<file path="config.mk">
export PLATFORM = sky130hd
export DESIGN_NAME = ee354_gcd_operand_loader
export DESIGN_NICKNAME = d
export VERILOG_FILES = /design/src/rtl/ee354_gcd_operand_loader.sv
export SDC_FILE = /design/constraint.sdc
export NUM_CORES = 1
export LEC_CHECK = 0
export BUFFER_PORTS_ARGS = -buffer_cell sky130_fd_sc_hd__clkbuf_2
export CORE_ASPECT_RATIO = 2
export CORE_MARGIN = 3
export CORE_UTILIZATION = 48
export CTS_CLUSTER_DIAMETER = 80
export DETAILED_ROUTE_END_ITERATION = 8
export PLACE_DENSITY_LB_ADDON = 0.08
export SKIP_LAST_GASP = 1
export SYNTH_ARGS = -nofsm -noshare
export SYNTH_HDL_FRONTEND = slang
export SYNTH_SLANG_ARGS = --single-unit
</file>
<file path="constraint.sdc">
create_clock -name Clk -period 1.8 [get_ports Clk]
set_input_delay 0.09 -clock Clk [delete_from_list [all_inputs] [get_ports Clk]]
set_output_delay 0.09 -clock Clk [all_outputs]
set_load 0.02 [all_outputs]
</file>
<file path="src/rtl/ee354_gcd_operand_loader.sv">
// ee354_gcd_operand_loader
// Operand-entry and run controller sitting in front of the ee354_GCD core.
// Operands A and B are captured from the switches on debounced load pulses.
// A debounced go pulse issues a one-clock Start, and later a one-clock Ack.
// Ain and Bin stay frozen while the core runs.
// Cycles spent in RUN are counted, saturating, for display on the SSDs.

module ee354_gcd_operand_loader #(
  parameter int WIDTH      = 8,
  parameter int ALLOW_ZERO = 0,
  parameter int CNT_W      = 16
) (
  input  logic             Clk,
  input  logic             Reset,
  input  logic             Load_Pulse,
  input  logic             Go_Pulse,
  input  logic [WIDTH-1:0] Sw,
  input  logic             Core_Done,
  output logic [WIDTH-1:0] Ain,
  output logic [WIDTH-1:0] Bin,
  output logic             Start,
  output logic             Ack,
  output logic             q_EntA,
  output logic             q_EntB,
  output logic             q_Rdy,
  output logic             q_Run,
  output logic             q_Fin,
  output logic             Err,
  output logic [CNT_W-1:0] Cyc_Count
);

  // One-hot encoding, so the LED outputs are simply the state register bits.
  typedef enum logic [4:0] {
    ENT_A = 5'b00001,
    ENT_B = 5'b00010,
    RDY   = 5'b00100,
    RUN   = 5'b01000,
    FIN   = 5'b10000
  } state_t;

  localparam logic [CNT_W-1:0] CNT_ONE = CNT_W'(1);
  localparam logic [CNT_W-1:0] CNT_MAX = '1;

  state_t           state, state_nxt;
  logic [WIDTH-1:0] ain_nxt, bin_nxt;
  logic             err_nxt, start_nxt, ack_nxt;
  logic [CNT_W-1:0] cnt_nxt;
  logic             sw_valid;

  // A switch value is an acceptable operand unless it is zero and zeros are disallowed.
  assign sw_valid = (ALLOW_ZERO != 0) || (Sw != '0);

  // State register and all registered outputs; Reset is synchronous and active-high.
  // NOTE: sequential state uses non-blocking (<=) so every register samples the pre-edge values.
  always_ff @(posedge Clk) begin
    if (Reset) begin
      state     <= ENT_A;
      Ain       <= '0;
      Bin       <= '0;
      Err       <= 1'b0;
      Start     <= 1'b0;
      Ack       <= 1'b0;
      Cyc_Count <= '0;
    end else begin
      state     <= state_nxt;
      Ain       <= ain_nxt;
      Bin       <= bin_nxt;
      Err       <= err_nxt;
      Start     <= start_nxt;
      Ack       <= ack_nxt;
      Cyc_Count <= cnt_nxt;
    end
  end

  // Next-state and next-register-value logic.
  // NOTE: every signal gets a default first, so no path can leave one unassigned and infer a latch.
  always_comb begin
    state_nxt = state;
    ain_nxt   = Ain;
    bin_nxt   = Bin;
    err_nxt   = Err;
    start_nxt = 1'b0;
    ack_nxt   = 1'b0;
    cnt_nxt   = Cyc_Count;

    case (state)
      ENT_A: begin
        // Go is ignored until both operands have been entered.
        if (Load_Pulse) begin
          if (sw_valid) begin
            ain_nxt   = Sw;
            err_nxt   = 1'b0;
            state_nxt = ENT_B;
          end else begin
            err_nxt = 1'b1;
          end
        end
      end

      ENT_B: begin
        if (Load_Pulse) begin
          if (sw_valid) begin
            bin_nxt   = Sw;
            err_nxt   = 1'b0;
            state_nxt = RDY;
          end else begin
            err_nxt = 1'b1;
          end
        end
      end

      RDY: begin
        // Go has priority: a simultaneous load is dropped without touching Ain, Bin or Err.
        if (Go_Pulse) begin
          start_nxt = 1'b1;
          cnt_nxt   = '0;
          state_nxt = RUN;
        end else if (Load_Pulse) begin
          // Re-entry: a new A restarts operand entry.
          if (sw_valid) begin
            ain_nxt   = Sw;
            err_nxt   = 1'b0;
            state_nxt = ENT_B;
          end else begin
            err_nxt = 1'b1;
          end
        end
      end

      RUN: begin
        // Operands are frozen; the cycle on which Done is seen is not counted.
        if (Core_Done) begin
          state_nxt = FIN;
        end else if (Cyc_Count != CNT_MAX) begin
          cnt_nxt = Cyc_Count + CNT_ONE;
        end
      end

      FIN: begin
        // Ain and Bin are kept so the user can still see what was computed.
        if (Go_Pulse) begin
          ack_nxt   = 1'b1;
          state_nxt = ENT_A;
        end
      end

      default: begin
        state_nxt = ENT_A;
      end
    endcase
  end

  // LED outputs decoded straight from the one-hot state register.
  always_comb begin
    q_EntA = state[0];
    q_EntB = state[1];
    q_Rdy  = state[2];
    q_Run  = state[3];
    q_Fin  = state[4];
  end

endmodule

</file>
# Yosys cells after proc, flatten, opt, wreduce, memory -nomap -nowiden
# Cells that the tools add are included.
[word_totals] output_inout_bits=40 mem_count=0 elab_cells=57 reg_bits=40 mem_bits_rw=0 romBits=0 latchBits=0
[op_classes] n_div=0 add_sub_neg=1 eq_ne=14 reduce_logical=12 bitwise=2 n_lt_le_gt_ge=0 n_mux=21 shift=0 n_mul=0
[ops] cell="2-to-1 mux 16 bit" n=3
[ops] cell="2-to-1 mux 5 bit" n=7
[ops] cell="one-hot mux 16 bit (2 select lines)" n=1
[ops] cell="one-hot mux 5 bit (5 select lines)" n=1
[ops] cell="2-to-1 mux 8 bit" n=3
[ops] cell="adder 16 x 1 -> 16 bit, second input constant" n=1
[ops] cell="inequality test 16 bit, second input constant" n=1
[ops] cell="inequality test 2 bit, second input constant" n=8
[ops] cell="one-hot mux 8 bit (2 select lines)" n=1
[ops] cell="AND reduction 4 bit" n=2
[ops] cell="nonzero test 8 bit" n=1
[ops] cell="nonzero test 2 bit" n=3
[ops] cell="OR reduction 2 bit" n=3
[ops] cell="equality test 5 x 1 -> 1 bit, second input constant" n=1
[ops] cell="equality test 5 x 2 -> 1 bit, second input constant" n=1
[ops] cell="equality test 5 x 3 -> 1 bit, second input constant" n=1
[ops] cell="equality test 5 x 4 -> 1 bit, second input constant" n=1
[ops] cell="equality test 5 bit, second input constant" n=1
[ops] cell="2-to-1 mux 1 bit" n=4
[ops] cell="AND reduction 2 bit" n=2
[ops] cell="AND reduction 3 bit" n=1
[ops] cell="NOT 1 bit" n=2
[ops] cell="one-hot mux 1 bit (2 select lines)" n=1

# Logic depth before layout (Yosys ltp)
[depth] word_depth=5 mapped_depth=7 mapped_depth_nobuf=5

# Worst setup path after synthesis
# OpenSTA, ideal clock, no wires.
[synth_timing] path_type="reg-to-reg" start="register Cyc_Count[0]" end="register Cyc_Count[0]" n_path_buf=1 stages_incl_launch_ff=7 t_arrival_ns=1.729 required_ns=1.674 synth_period_minus_slack_ns=1.855 setup_slack_ns=-0.055 path_cell_list="dfxtp_1 -> ha_1 -> nand3_1 -> nor4_2 -> buf_4 -> a21oi_1 -> mux2i_1"
[synth_via] elab_chain_len=4
[synth_lines] element="from (decl)" line_no="29" text="output logic [CNT_W-1:0] Cyc_Count"
[synth_lines] element="from (signal assigned)" line_no="71" text="Cyc_Count <= cnt_nxt;"
[synth_lines] element="adder 16 x 1 -> 16 bit" line_no="135" text="cnt_nxt = Cyc_Count + CNT_ONE;"
[synth_lines] element="2-to-1 mux 16 bit" line_no="134" text="end else if (Cyc_Count != CNT_MAX) begin"
[synth_lines] element="2-to-1 mux 16 bit" line_no="132" text="if (Core_Done) begin"
[synth_lines] element="one-hot mux 16 bit (2 select lines)" line_no="86" text="case (state)"
# Several ways; a longest one is shown, not always the timed one. The select of a mux whose other input is x is not followed.
# A chain may end at the register's enable or synchronous reset.

# Worst setup path in the final report
[layout_timing] start="register state[4]" end="register Cyc_Count[12]"
[layout_via] elab_chain_len=3
[layout_lines] element="from (decl)" line_no="44" text="state_t state, state_nxt;"
[layout_lines] element="from (signal assigned)" line_no="65" text="state <= state_nxt;"
[layout_lines] element="equality test 5 x 4 -> 1 bit or equality test 5 x 3 -> 1 bit (tied branches)" line_no="86"
[layout_lines] element="inequality test 2 bit (no source line) or nonzero test 2 bit (tied branches)"
[layout_lines] element="AND reduction 4 bit (no source line)"
# Several ways; a longest one is shown, not always the timed one.

==> impl_metrics.toml <==
[yosys]
syn_area_per_cell_um2 = 9.11
ys_seq_elements = 40
ys_warn_count = 0
synth_compound_area_share_pct = 19.1
synthesis.area_um2 = 2150
synthCells = 236
ys_seq_area_share_pct = 37.2
synthMuxAreaShare_pct = 11.7
synth_cell_types = 47
yosys.area_share.simple_pct = 25.8
synth_fa_ha_area_share_pct = 0.582
synth_nets = 250
synth_top_family_by_area = "simple AND/OR/NAND/NOR gates"
synth_xor_xnor_area_share_pct = 0.814

[sta]
layout_worst_path_cycle_share_pct = 97.9
grt_setup_unrepaired = "yes"
clock_skew_ps = 7.76
hold_viol_final = 0
whs_ps = 54.6
finalSetupViolCount = 0
period_minus_slack_ps = 1760
drv_slew = 0
clock.fmax_ghz = 0.568
slew_headroom_pct = 68.7
fin_ws_ps = 38.6
tightestPinTransition_ps = 466

[global_routing]
grt_overflow = 0
antenna_found_initial = 0
grt_pass1_vias = 2011
grt_max_degree = 33
grt_pass1_wl_mm = 8.97
grt.total_usage_pct = 22.0

[critical_path]
crit_arrival_ps = 2000
startpoint = "state[4]$_SDFFE_PP0P_"
crit_path_end_kind = "flip-flop"
max_stage_delay_ps = 370
crit_chain = "buf_4 -> nor3_4 -> o21ai_4 -> buf_4 -> a2111oi_4 -> mux2i_1"
cp_data_required_time_ps = 2030
worstSetupStartpointType = "flip-flop"
slowest_stage = "dfxtp_1"
r2r_cells = 6
r2r_start = "state[4]$_SDFFE_PP0P_"
cp_max_fo = 11
timing.rr.end = "Cyc_Count[12]$_SDFFE_PP0P_"
cpMostUsedCell = "buf_4"
r2r_setup_slack_ps = 40
critical_path_class = "flip-flop to flip-flop"

[cts]
cts_tree = "built"
clock_latency_ps = 300
clk_pin_slew_ps = 90
cts_hold_buffers = 0
root_buffer = "clkbuf_8"
cts_inserted_buffers = 5
clock-sinks = 40
cts_htree_levels = 2
cts_buffer_depth = 2
cts_setup_buffers = 0

[pwr]
p_per_area_nw_per_um2 = 709
internal_power_w = 0.00146
leakage_nw = 1.18
sequentialPowerShare_pct = 46.3
p_comb_share_pct = 15.8
p_sw_w = 0.000548
p_clk_share_pct = 37.9
ir_worst_vdd_uv = 810
switching_share_pct = 27.4

[drt]
final_antenna_net_count = 0
wirelength_mm = 5.42
dr.pass1.iters = 4
drt_iter0_drc = 21
num_vias = 2010
avgViaCountPerCell = 5.52
drt_drc_violations_left = 0
wire_per_inst_um = 14.9

[placement]
dp_hpwl_mm = 4.26
gp_congestion = 0.775
dp_slack_ps = -6.37
io_buffers = 52
postPlaceCellArea_um2 = 2660

[floorplan]
initial_core_util_pct = 51.1
coreArea_um2 = 4210
io_pins = 53
dieArea_um2 = 5370
die_h_um = 101
fp.dieW_um = 53.3
num_rows = 33

[layout]
diodes = 0
final_area_um2 = 2830
area_growth_pct = 31.5
fillerInstances = 405
final_nets = 325
final_common_cell = "clkbuf_2"
layout-drive-gt1-share_pct = 38.1
final_cell_mix = "clkbuf_2, dfxtp_1, buf_4, nand2_1, mux2i_1"
multi_input_area_um2 = 1320
utilization_pct = 67.1
seq_area_um2 = 805

[hold_path]
min_delay_worst_endpoint = "Ain[1]$_SDFFE_PP0P_"
whs_path_depth = 3
hold_class = "input pin to flip-flop"
min-delay-start = "Sw[1]"

[job]
drv_cap = 0

[run_status]
outcome = "complete, no violations"
-- critical path: cells and delay by family, from the launching register on --
family | cells | cell delay, ps
compound gates | 2 | 510
buf+inv | 2 | 370
mux | 1 | 210
flops | 1 | 370
simple gates | 1 | 230
-- cells by family (layout without fill, tap and decap cells) --
logic type,after synthesis,in the layout
AOI/OAI and AO/OA,52,52
adders and majority gates,1,1
xor gates and xnor gates,2,2
and+or+nand+nor,96,96
DFF,40,40
buffers and inverters,20,96
muxes,25,25
-- layout make-up --
| type | count | share of cell area [%] |
|---|---|---|
| multi-input cells | 176 | 46.5 |
| inverters | 4 | 0.531 |
| flip-flops and latches | 40 | 28.5 |
| repair buffers | 84 | 18.1 |
| well taps | 52 | 2.30 |
| clock inverters | 3 | 1.64 |
| clock buffers | 5 | 2.43 |
-- power by group through the flow --
stage,logic [W],clock network (W),registers [W]
after global routing,0.000350,0.000812,0.000931
after detailed placement,0.000309,0,0.000947
final,0.000317,0.000760,0.000928
after floorplan,0.000153,0,0.000971
after CTS,0.000317,0.000780,0.000928
after global placement,0.000308,0,0.000947
-- per-stage QoR --
| step | total power, W | cells | setup TNS (ps) |
|---|---|---|---|
| global route | 0.00209 | 364 | -157 |
| finish | 0.00200 | 364 | 0 |
| global placement | 0.00125 | 356 | 0 |
| CTS | 0.00203 | 364 | 0 |
| detailed placement | 0.00126 | 356 | -6.37 |
| floorplan | 0.00112 | 236 | 0 |
-- state kept, by name, indices dropped and copies added (netlist names) --
register / count
Cyc_Count: 16
Err: 1
state: 5
Ack: 1
Bin: 8
Start: 1
Ain: 8
-- metal layers --
metal	up-vias	track usage (%)	share of wire, %
li1	1016	-	-
met1	948	21.3	36
met2	37	43.5	59
met3	9	3.11	3.2
met4	0	7.87	1.7
met5	-	0	0
-- how the worst max path moves through the flow --
stage | to | slack (ps) | cells after the start
after global placement | Cyc_Count[9]$_SDFFE_PP0P_ | 40 | 6
final | Cyc_Count[12]$_SDFFE_PP0P_ | 40 | 6
after global routing | Cyc_Count[12]$_SDFFE_PP0P_ | -50 | 6
after CTS | Cyc_Count[12]$_SDFFE_PP0P_ | 10 | 6
after floorplan | Cyc_Count[15]$_SDFFE_PP0P_ | 20 | 6
after detailed placement | Cyc_Count[9]$_SDFFE_PP0P_ | -6 | 6
-- synthesized netlist by cell type, drive strengths merged --
cell type / instances / share of area [%]
or2: 1 / 0.29
a2bb2oi: 1 / 0.41
nor4b: 1 / 0.41
and4: 3 / 1.2
buf: 12 / 3.3
nor4: 4 / 2.0
xor2: 2 / 0.81
or4: 3 / 1.4
dfxtp: 40 / 37
and3b: 2 / 0.81
nor3b: 2 / 0.93
and3: 1 / 0.29
nand3: 14 / 3.3
nor3: 3 / 1.2
mux2: 1 / 0.52
nand4: 5 / 1.7
a21oi: 11 / 2.7
nand2: 25 / 4.4
o21a: 3 / 1.0
ha: 1 / 0.58
nor2: 14 / 2.4
and4b: 1 / 0.47
o211ai: 1 / 0.35
nor2b: 3 / 0.87
a31oi: 2 / 0.58
inv: 4 / 0.70
o2111ai: 2 / 0.81
a211oi: 8 / 2.8
a2111oi: 8 / 6.0
clkbuf: 4 / 0.70
mux2i: 24 / 11
o21ai: 16 / 4.4
nand2b: 14 / 4.1
-- timing repair --
action	4_1_cts	5_1_grt
setup endpoints to repair	2	18
pin swaps	0	0
gates resized for setup	3	7
hold endpoints to repair	0	0
No activity file was read; power rests on OpenSTA's default activity.
